$ cat config.mk
export PLATFORM = sky130hd
export DESIGN_NAME = sirv_bootrom_icb
export DESIGN_NICKNAME = d
export VERILOG_FILES = /design/src/rtl/sirv_bootrom_pkg.sv /design/src/rtl/sirv_bootrom_table.sv /design/src/rtl/sirv_bootrom_icb.sv
export SDC_FILE = /design/constraint.sdc
export NUM_CORES = 1
export LEC_CHECK = 0
export CAP_MARGIN = 20
export CORE_UTILIZATION = 36
export CTS_CLUSTER_SIZE = 20
export DETAILED_ROUTE_END_ITERATION = 8
export GPL_TIMING_DRIVEN = 0
export PLACE_DENSITY = 0.78
export SLEW_MARGIN = 40
export SYNTH_ARGS = -nofsm -noshare
export SYNTH_HDL_FRONTEND = slang
export SYNTH_HIERARCHICAL = 1
export SYNTH_SLANG_ARGS = --single-unit
$ cat constraint.sdc
create_clock -name clk -period 1.3 [get_ports clk]
set_input_delay 0.13 -clock clk [delete_from_list [all_inputs] [get_ports clk]]
set_output_delay 0.13 -clock clk [all_outputs]
set_load 0.01 [all_outputs]
$ cat src/rtl/sirv_bootrom_pkg.sv
// sirv_bootrom_pkg
// Shared definitions for the ICB boot ROM:
//   - RISC-V opcode and fixed-instruction constants
//   - constant functions that encode the LUI / ADDI / JALR boot sequence
//   - the boot-mode enumeration
package sirv_bootrom_pkg;

  typedef enum logic [0:0] {
    BOOT_RAM = 1'b0,  // jump straight to RAM_BASE
    BOOT_XIP = 1'b1   // config header, then jump to XIP_BASE
  } boot_mode_e;

  localparam logic [6:0]  OPC_LUI   = 7'h37;
  localparam logic [6:0]  OPC_OPIMM = 7'h13;
  localparam logic [6:0]  OPC_JALR  = 7'h67;
  localparam logic [31:0] NOP       = 32'h0000_0013;  // addi x0, x0, 0
  localparam logic [31:0] J_PLUS_16 = 32'h0100_006f;  // jal x0, +0x10
  localparam logic [4:0]  REG_T0    = 5'd5;

  function automatic logic [31:0] enc_lui(input logic [4:0] rd, input logic [19:0] imm);
    return {imm, rd, OPC_LUI};
  endfunction

  function automatic logic [31:0] enc_addi(input logic [4:0] rd, input logic [4:0] rs,
                                           input logic [11:0] imm);
    return {imm, rs, 3'b000, rd, OPC_OPIMM};
  endfunction

  function automatic logic [31:0] enc_jalr(input logic [4:0] rd, input logic [4:0] rs,
                                           input logic [11:0] imm);
    return {imm, rs, 3'b000, rd, OPC_JALR};
  endfunction

endpackage

$ cat src/rtl/sirv_bootrom_table.sv
// sirv_bootrom_table
// Combinational ROM lookup. Content is fixed at elaboration from the boot
// parameters; nothing here is stored.
// Ports:
//   word_idx  in  AW-2  index of the lowest 32-bit word of the beat
//   beat      out DW    DW/32 consecutive words, lowest word in bits [31:0]
//   in_range  out 1     word_idx lies inside the implemented depth DP
module sirv_bootrom_table
  import sirv_bootrom_pkg::*;
#(
  parameter int          AW        = 12,
  parameter int          DW        = 32,
  parameter int          DP        = 1024,
  parameter int          BOOT_MODE = 0,
  parameter logic [31:0] RAM_BASE  = 32'h8000_0000,
  parameter logic [31:0] XIP_BASE  = 32'h2040_0000,
  parameter logic [31:0] CFG_WORD  = 32'h0000_6661
) (
  input  logic [AW-3:0] word_idx,
  output logic [DW-1:0] beat,
  output logic          in_range
);

  localparam logic [31:0] TARGET  = (BOOT_MODE == int'(BOOT_XIP)) ? XIP_BASE : RAM_BASE;
  // ADDI sign-extends its 12-bit immediate, so the upper part is rounded up
  // by 0x800 to cancel a negative low part.
  localparam logic [31:0] T_ROUND = TARGET + 32'h0000_0800;
  localparam logic [19:0] HI20    = T_ROUND[31:12];
  localparam logic [11:0] LO12    = TARGET[11:0];

  localparam logic [31:0] LUI_W   = enc_lui(REG_T0, HI20);
  localparam logic [31:0] ADDI_W  = enc_addi(REG_T0, REG_T0, LO12);
  localparam logic [31:0] JR_W    = enc_jalr(5'd0, REG_T0, 12'd0);

  function automatic logic [31:0] word_at(input logic [31:0] idx);
    logic [31:0] w;
    w = '0;
    if (idx < 32'(DP)) begin
      if (BOOT_MODE == int'(BOOT_XIP)) begin
        case (idx)
          32'd0:   w = J_PLUS_16;
          32'd1:   w = NOP;
          32'd2:   w = NOP;
          32'd3:   w = CFG_WORD;
          32'd4:   w = LUI_W;
          32'd5:   w = ADDI_W;
          32'd6:   w = JR_W;
          default: w = '0;
        endcase
      end else begin
        case (idx)
          32'd0:   w = LUI_W;
          32'd1:   w = ADDI_W;
          32'd2:   w = JR_W;
          default: w = '0;
        endcase
      end
    end
    return w;
  endfunction

  // NOTE: every output of a combinational block gets a default before any
  // conditional assignment; a missed branch would otherwise infer a latch.
  always_comb begin
    beat = '0;
    for (int i = 0; i < DW / 32; i++) begin
      beat[i*32 +: 32] = word_at(32'(word_idx) + 32'(i));
    end
  end

  assign in_range = (32'(word_idx) < 32'(DP));

endmodule

$ cat src/rtl/sirv_bootrom_icb.sv
// sirv_bootrom_icb
// Parametrised boot ROM behind an ICB slave port with a one-entry registered
// response (1-cycle latency, full throughput, back-pressurable).
// Ports:
//   clk, rst_n                 clock, synchronous active-low reset
//   i_icb_cmd_valid/ready      command handshake (ready = ~rsp_valid | rsp_ready)
//   i_icb_cmd_addr   [AW]      byte offset within the ROM
//   i_icb_cmd_read             1 = read, 0 = write (writes answer err=1)
//   i_icb_cmd_wdata/wmask      unused, ROM is read-only
//   i_icb_rsp_valid/ready      response handshake
//   i_icb_rsp_rdata  [DW]      read data (0 on error)
//   i_icb_rsp_err              write or out-of-range access
module sirv_bootrom_icb
  import sirv_bootrom_pkg::*;
#(
  parameter int          AW        = 12,
  parameter int          DW        = 32,
  parameter int          DP        = 1024,
  parameter int          BOOT_MODE = 0,
  parameter logic [31:0] RAM_BASE  = 32'h8000_0000,
  parameter logic [31:0] XIP_BASE  = 32'h2040_0000,
  parameter logic [31:0] CFG_WORD  = 32'h0000_6661
) (
  input  logic            clk,
  input  logic            rst_n,
  input  logic            i_icb_cmd_valid,
  output logic            i_icb_cmd_ready,
  input  logic [AW-1:0]   i_icb_cmd_addr,
  input  logic            i_icb_cmd_read,
  input  logic [DW-1:0]   i_icb_cmd_wdata,
  input  logic [DW/8-1:0] i_icb_cmd_wmask,
  output logic            i_icb_rsp_valid,
  input  logic            i_icb_rsp_ready,
  output logic [DW-1:0]   i_icb_rsp_rdata,
  output logic            i_icb_rsp_err
);

  if ((DW != 32 && DW != 64) || (DP * 4 > (1 << AW))) begin : g_bad_params
    $error("sirv_bootrom_icb: DW must be 32 or 64 and DP*4 must fit in 2^AW bytes");
  end

  logic            rsp_valid_q, rsp_valid_d;
  logic [DW-1:0]   rsp_rdata_q, rsp_rdata_d;
  logic            rsp_err_q,   rsp_err_d;

  logic [AW-3:0]   word_idx;
  logic [DW-1:0]   beat;
  logic            in_range;
  logic            cmd_accept;

  // Byte lanes inside a beat are not selectable; the whole beat is returned.
  logic            unused_inputs;
  assign unused_inputs = ^{i_icb_cmd_wdata, i_icb_cmd_wmask, i_icb_cmd_addr[2:0]};

  // A 64-bit beat always starts on an even word.
  assign word_idx = (DW == 64) ? {i_icb_cmd_addr[AW-1:3], 1'b0} : i_icb_cmd_addr[AW-1:2];

  sirv_bootrom_table #(
    .AW        (AW),
    .DW        (DW),
    .DP        (DP),
    .BOOT_MODE (BOOT_MODE),
    .RAM_BASE  (RAM_BASE),
    .XIP_BASE  (XIP_BASE),
    .CFG_WORD  (CFG_WORD)
  ) u_table (
    .word_idx (word_idx),
    .beat     (beat),
    .in_range (in_range)
  );

  // The register can take a new command whenever it is empty or is being
  // drained this cycle, giving one command per cycle with no bubble.
  assign i_icb_cmd_ready = ~rsp_valid_q | i_icb_rsp_ready;
  assign cmd_accept      = i_icb_cmd_valid & i_icb_cmd_ready;

  always_comb begin
    rsp_valid_d = rsp_valid_q;
    rsp_rdata_d = rsp_rdata_q;
    rsp_err_d   = rsp_err_q;
    if (cmd_accept) begin
      rsp_valid_d = 1'b1;
      rsp_err_d   = ~i_icb_cmd_read | ~in_range;
      rsp_rdata_d = (i_icb_cmd_read & in_range) ? beat : '0;
    end else if (i_icb_rsp_ready) begin
      rsp_valid_d = 1'b0;
    end
  end

  // NOTE: state registers use non-blocking assignments so every flop samples
  // its inputs from before the edge, independent of statement order.
  // Reset is synchronous; a command arriving in the reset cycle is dropped.
  always_ff @(posedge clk) begin
    if (!rst_n) begin
      rsp_valid_q <= 1'b0;
      rsp_rdata_q <= '0;
      rsp_err_q   <= 1'b0;
    end else begin
      rsp_valid_q <= rsp_valid_d;
      rsp_rdata_q <= rsp_rdata_d;
      rsp_err_q   <= rsp_err_d;
    end
  end

  assign i_icb_rsp_valid = rsp_valid_q;
  assign i_icb_rsp_rdata = rsp_rdata_q;
  assign i_icb_rsp_err   = rsp_err_q;

endmodule

# After elaboration in Yosys (flattened, before gate mapping)
# Cells that the tools add are included.
[totals]
reg_bits = 34
latch_bits = 0
mem_bits_rw = 0
romBits = 0
output_inout_bits = 35
wordCells = 17
memories = 0
[classes]
n_addsub = 0
multipliers = 0
n_div = 0
n_lt_le_gt_ge = 1
eq_ne = 2
shift = 0
muxes = 5
n_bitwise = 4
reduce_logical = 2
[ops]
columns = ["cell", "count"]
rows = [
  ["case mux 32 bit (3 select lines)", 1],
  ["2-to-1 mux 32 bit", 2],
  ["logical NOT 32 bit", 1],
  ["< comparator 10 x 11 -> 1 bit, second input constant", 1],
  ["equality test 10 x 1 -> 1 bit, second input constant", 1],
  ["equality test 10 x 2 -> 1 bit, second input constant", 1],
  ["2-to-1 mux 1 bit", 2],
  ["NOT 1 bit", 2],
  ["nonzero test 2 bit", 1],
  ["AND 1 bit", 1],
  ["OR 1 bit", 1],
]

# Logic depth before layout (Yosys ltp)
[depth]
depth_word = 4
depth_mapped = 6
mapped_depth_nobuf = 4

# By module
# Netlist, hierarchy kept.
[modules_own_cells]
columns = ["mod", "n_inst", "cells_per_inst", "area_per_inst_um2", "seq_area_each_um2"]
rows = [
  ["sirv_bootrom_icb", 1, 156, 1356.3, 680.7],
  ["sirv_bootrom_table", 1, 41, 281.5, 0.0],
]

# Worst setup path after synthesis
# No wires, ideal clock.
[synth_path]
kind = "in2reg"
startpoint = "in i_icb_cmd_addr[9]"
endpoint = "reg rsp_rdata_q[7] (netlist: i_icb_rsp_rdata[7])"
t_arrival_ns = 1.310
t_required_ns = 1.231
setup_slack_ns = -0.079
cell_stages = 6
n_path_buf = 2
cell_sequence = "or4_1 clkbuf_2 nor3_1 buf_4 nand4_1 o21ai_1"
[synth_via]
elab_chain_cells = 4
elab_cells_between_ends = 7
cone_classes = "order compare: 1; eq/ne: 2; mux: 3; reduce/logical: 1"
[synth_rtl]
columns = ["element", "line", "rtl"]
rows = [
  ["start, declared", "sirv_bootrom_icb.sv:28", "input logic [AW-1:0] i_icb_cmd_addr,"],
  ["branches (longest 2 deep; another with < comparator 10 x 11 -> 1 bit)", "n/a", ""],
  ["2-to-1 mux 32 bit *", "sirv_bootrom_table.sv:38", "if (idx < 32'(DP)) begin"],
  ["named net beat[7]", "sirv_bootrom_icb.sv:47", "logic [DW-1:0] beat;"],
  ["2-to-1 mux 32 bit *", "sirv_bootrom_icb.sv:84", "rsp_rdata_d = (i_icb_cmd_read & in_range) ? beat : '0;"],
  ["end signal, assigned", "sirv_bootrom_icb.sv:100", "rsp_rdata_q <= rsp_rdata_d;"],
  ["end, declared", "sirv_bootrom_icb.sv:43", "logic [DW-1:0] rsp_rdata_q, rsp_rdata_d;"],
]
# Mark *: on every way through the listed nets, which the timed path passes.
# A chain may end at the register's enable or synchronous reset.

# Worst setup path after layout
[layout_path]
startpoint = "reg rsp_valid_q (netlist: i_icb_rsp_valid)"
endpoint = "out i_icb_rsp_valid"
[layout_lines]
columns = ["element", "line", "rtl"]
rows = [
  ["start, declared", "sirv_bootrom_icb.sv:42", "logic rsp_valid_q, rsp_valid_d;"],
  ["start signal, assigned", "sirv_bootrom_icb.sv:99", "rsp_valid_q <= rsp_valid_d;"],
  ["end, declared", "sirv_bootrom_icb.sv:32", "output logic i_icb_rsp_valid,"],
]
# No word-level cell between the ends.

==> impl_metrics.tcl <==
set metrics [dict create \
    whs_path_depth 3 \
    cpMaxStageDelayCell "clkdlybuf4s50_1" \
    synth.top_cell.area_share 0.4156 \
    numCtsBuffers 5 \
    hold_violations 0 \
    maxCapViolCount 0 \
    fin_crit_sh 0.9761 \
    vdd_drop_max_mv 0.5565 \
    powerDensity_nw_per_um2 893.7 \
    dieWidth_um 69.45 \
    rsz0062_at_grt "false" \
    worst-path-stages 1 \
    syn_area_per_cell_um2 8.314 \
    worst-path-max-fanout 2 \
    finalSetupViolations 0 \
    min_period_ns 1.269 \
    rrSetupSlack_ns 0.23 \
    synth_area_leaders "dfxtp_1 (42%), nand4_1 (13%), buf_4 (12%)" \
    clkSlewWorstSetupHoldPaths_ns 0.07 \
    clock_sinks 34 \
    drt_wl_total_um 3696 \
    portBuffers 47 \
    ys_types 22 \
    antenna_cells 0 \
    drv_slew 0 \
    cts_buffer_depth 2 \
    syn_inst 197 \
    crit_chain "clkdlybuf4s50_1" \
    synth_largest_area_cell "dfxtp_1" \
    dr_total_vias 1487 \
    dp_hpwl_um 2603 \
    wl_per_cell_um 11.55 \
    cp_top_family "buffers and inverters" \
    die_h_um 69.45 \
    min-delay-start "rst_n" \
    io_pins 88 \
    critical_path_class "flop to output pin" \
    synth.ff_latch_count 34 \
    clockRootBuffer "clkbuf_8" \
    area_delta_synth_final_pct 49.66 \
    dr.pass1.iters 4 \
    cp_data_required_time_ns 1.17 \
    seq_area_frac_synth 0.4156 \
    p_leak_uw 0.001438 \
    worst-path-buf-inv 1 \
    status "complete, no violations" \
    ant_nets 0 \
    initial_core_util 0.3761 \
    htreeDepth 2 \
    gp_congestion 0.7629 \
    fin_setup_tns_ns 0 \
    reg2reg_depth 5 \
    dr.first_iter.drc_count 71 \
    critPathMaxStageDelay_ns 0.52 \
    via_per_inst 4.647 \
    grt_max_degree 11 \
    finClkSkew_ns 0.004758 \
    die_area_um2 4823 \
    hp-class "primary input to flop" \
    hold_slack_ns 0.1166 \
    crit_start "i_icb_rsp_valid" \
    ys_warn_count 6 \
    synth_area_um2 1638 \
    clk_latency_ns 0.29 \
    fp-row-count 24 \
    crit_arrival_ns 1.14 \
    ctsHoldBuffers 0 \
    antenna_found_initial 0 \
    crit-reg2reg-launch "i_icb_rsp_valid" \
    final_layout_size_suffix_gt1_frac 0.2164 \
    grt_pass1_vias 1461 \
    cts_tree "yes" \
    crit_path_end_kind "output pin" \
    placed_cell_area_um2 2263 \
    grt_pass1_wl_um 6334 \
    grt_util_all_layers 0.1650 \
    final_area_um2 2451 \
    core_area_um2 4354 \
    critPathLaunchType "flop" \
    globalRouteOverflowTotal 0 \
    fmax_mhz 788.1 \
    nets 320 \
    num-fill-cells 407 \
    drc_errors 0 \
]
==> tightest hold or removal path: stages <==
cell and delay, ns:
buf_6 0.11, nand2_1 0.07, o21ai_1 0.05
==> cell usage in the layout (no fill, tap or decap), types with 3 or more instances in the layout <==
master / Yosys / layout
nand2_1: 32 / 32
dfxtp_1: 34 / 33
dlymetal6s2s_1: 0 / 26
buf_6: 9 / 10
clkdlybuf4s15_1: 0 / 4
clkbuf_8: 0 / 6
nand4_1: 33 / 33
dlygate4sd2_1: 0 / 13
clkdlybuf4s50_1: 0 / 3
conb_1: 2 / 22
buf_4: 27 / 25
buf_2: 6 / 6
o21ai_1: 30 / 30
clkbuf_1: 5 / 5
nor3_4: 0 / 3
==> stage by stage <==
step | setup WS [ns] | std cells | power [uW] | util
2_1_floorplan | -0.03152 | 217 | 1287 | -
3_3_place_gp | -0.5353 | 316 | 1398 | 0.5198
3_5_place_dp | -0.5649 | 316 | 1401 | 0.5198
4_1_cts | -0.001823 | 321 | 2217 | 0.5477
5_1_grt | 0.003504 | 320 | 2285 | 0.5629
6_report | 0.03106 | 320 | 2190 | 0.5629
==> sequential cells by signal, indices dropped and copies added, names as in the netlist <==
signal,flops
i_icb_rsp_rdata,32
i_icb_rsp_err,1
i_icb_rsp_valid,1
==> cell type report <==
cell class	instances	area, um2	area share
Clock buffer	7	86.33	0.03522
Timing Repair Buffer	47	514.2	0.2098
Tap cell	52	65.06	0.02654
Clock inverter	1	5.005	0.002042
Sequential cell	34	681.9	0.2782
Multi-Input combinational cell	133	750.7	0.3063
Buffer	44	340.3	0.1388
Inverter	2	7.507	0.003063
==> synthesized netlist by cell type <==
cell type / n
or4_1: 2
a211oi_1: 1
nor4_1: 2
and2_4: 1
dfxtp_1: 34
xnor2_1: 1
nand4_1: 33
buf_4: 27
clkbuf_1: 5
inv_1: 2
nand2b_1: 1
and3_1: 1
o21ai_0: 2
o21ai_1: 30
conb_1: 2
nand2_1: 32
a21boi_0: 1
buf_2: 6
buf_6: 9
o211a_1: 1
clkbuf_2: 1
nor3_1: 3
==> routing by layer <==
layer,global-route usage,routed length (um),up-vias
met4,0.08844,81,0
met3,0.03488,181,7
li1,-,-,776
met2,0.2826,1731,40
met5,0,0,-
met1,0.1917,1701,664
==> where the power goes <==
group | internal, uW | total [uW] | switching (uW)
Combinational | 152 | 306 | 155
Sequential | 1060 | 1070 | 9.54
Clock | 427 | 812 | 385
Total | 1640 | 2190 | 549
==> final timing paths <==
path	to
setup / recovery	i_icb_rsp_valid
hold / removal	i_icb_rsp_rdata[31]
setup reg to reg	i_icb_rsp_rdata[2]
hold reg to reg	i_icb_rsp_rdata[27]
==> cells by family after synthesis <==
kind of cell,after synthesis,synth area share
AOI/OAI and AO/OA,35,0.1131
xor gates and xnor gates,1,0.005349
buffers and inverters,50,0.2231
DFF,34,0.4156
other,2,0.004585
and+or+nand+nor,75,0.2384
==> what timing repair did <==
| item | 4_1_cts | 5_1_grt |
|---|---|---|
| resized for setup | 35 | 33 |
| endpoints found under the setup margin | 21 | 31 |
| pin swaps | 5 | 3 |
| setup buffers | 0 | 0 |
No activity file was read; power rests on OpenSTA's default activity.
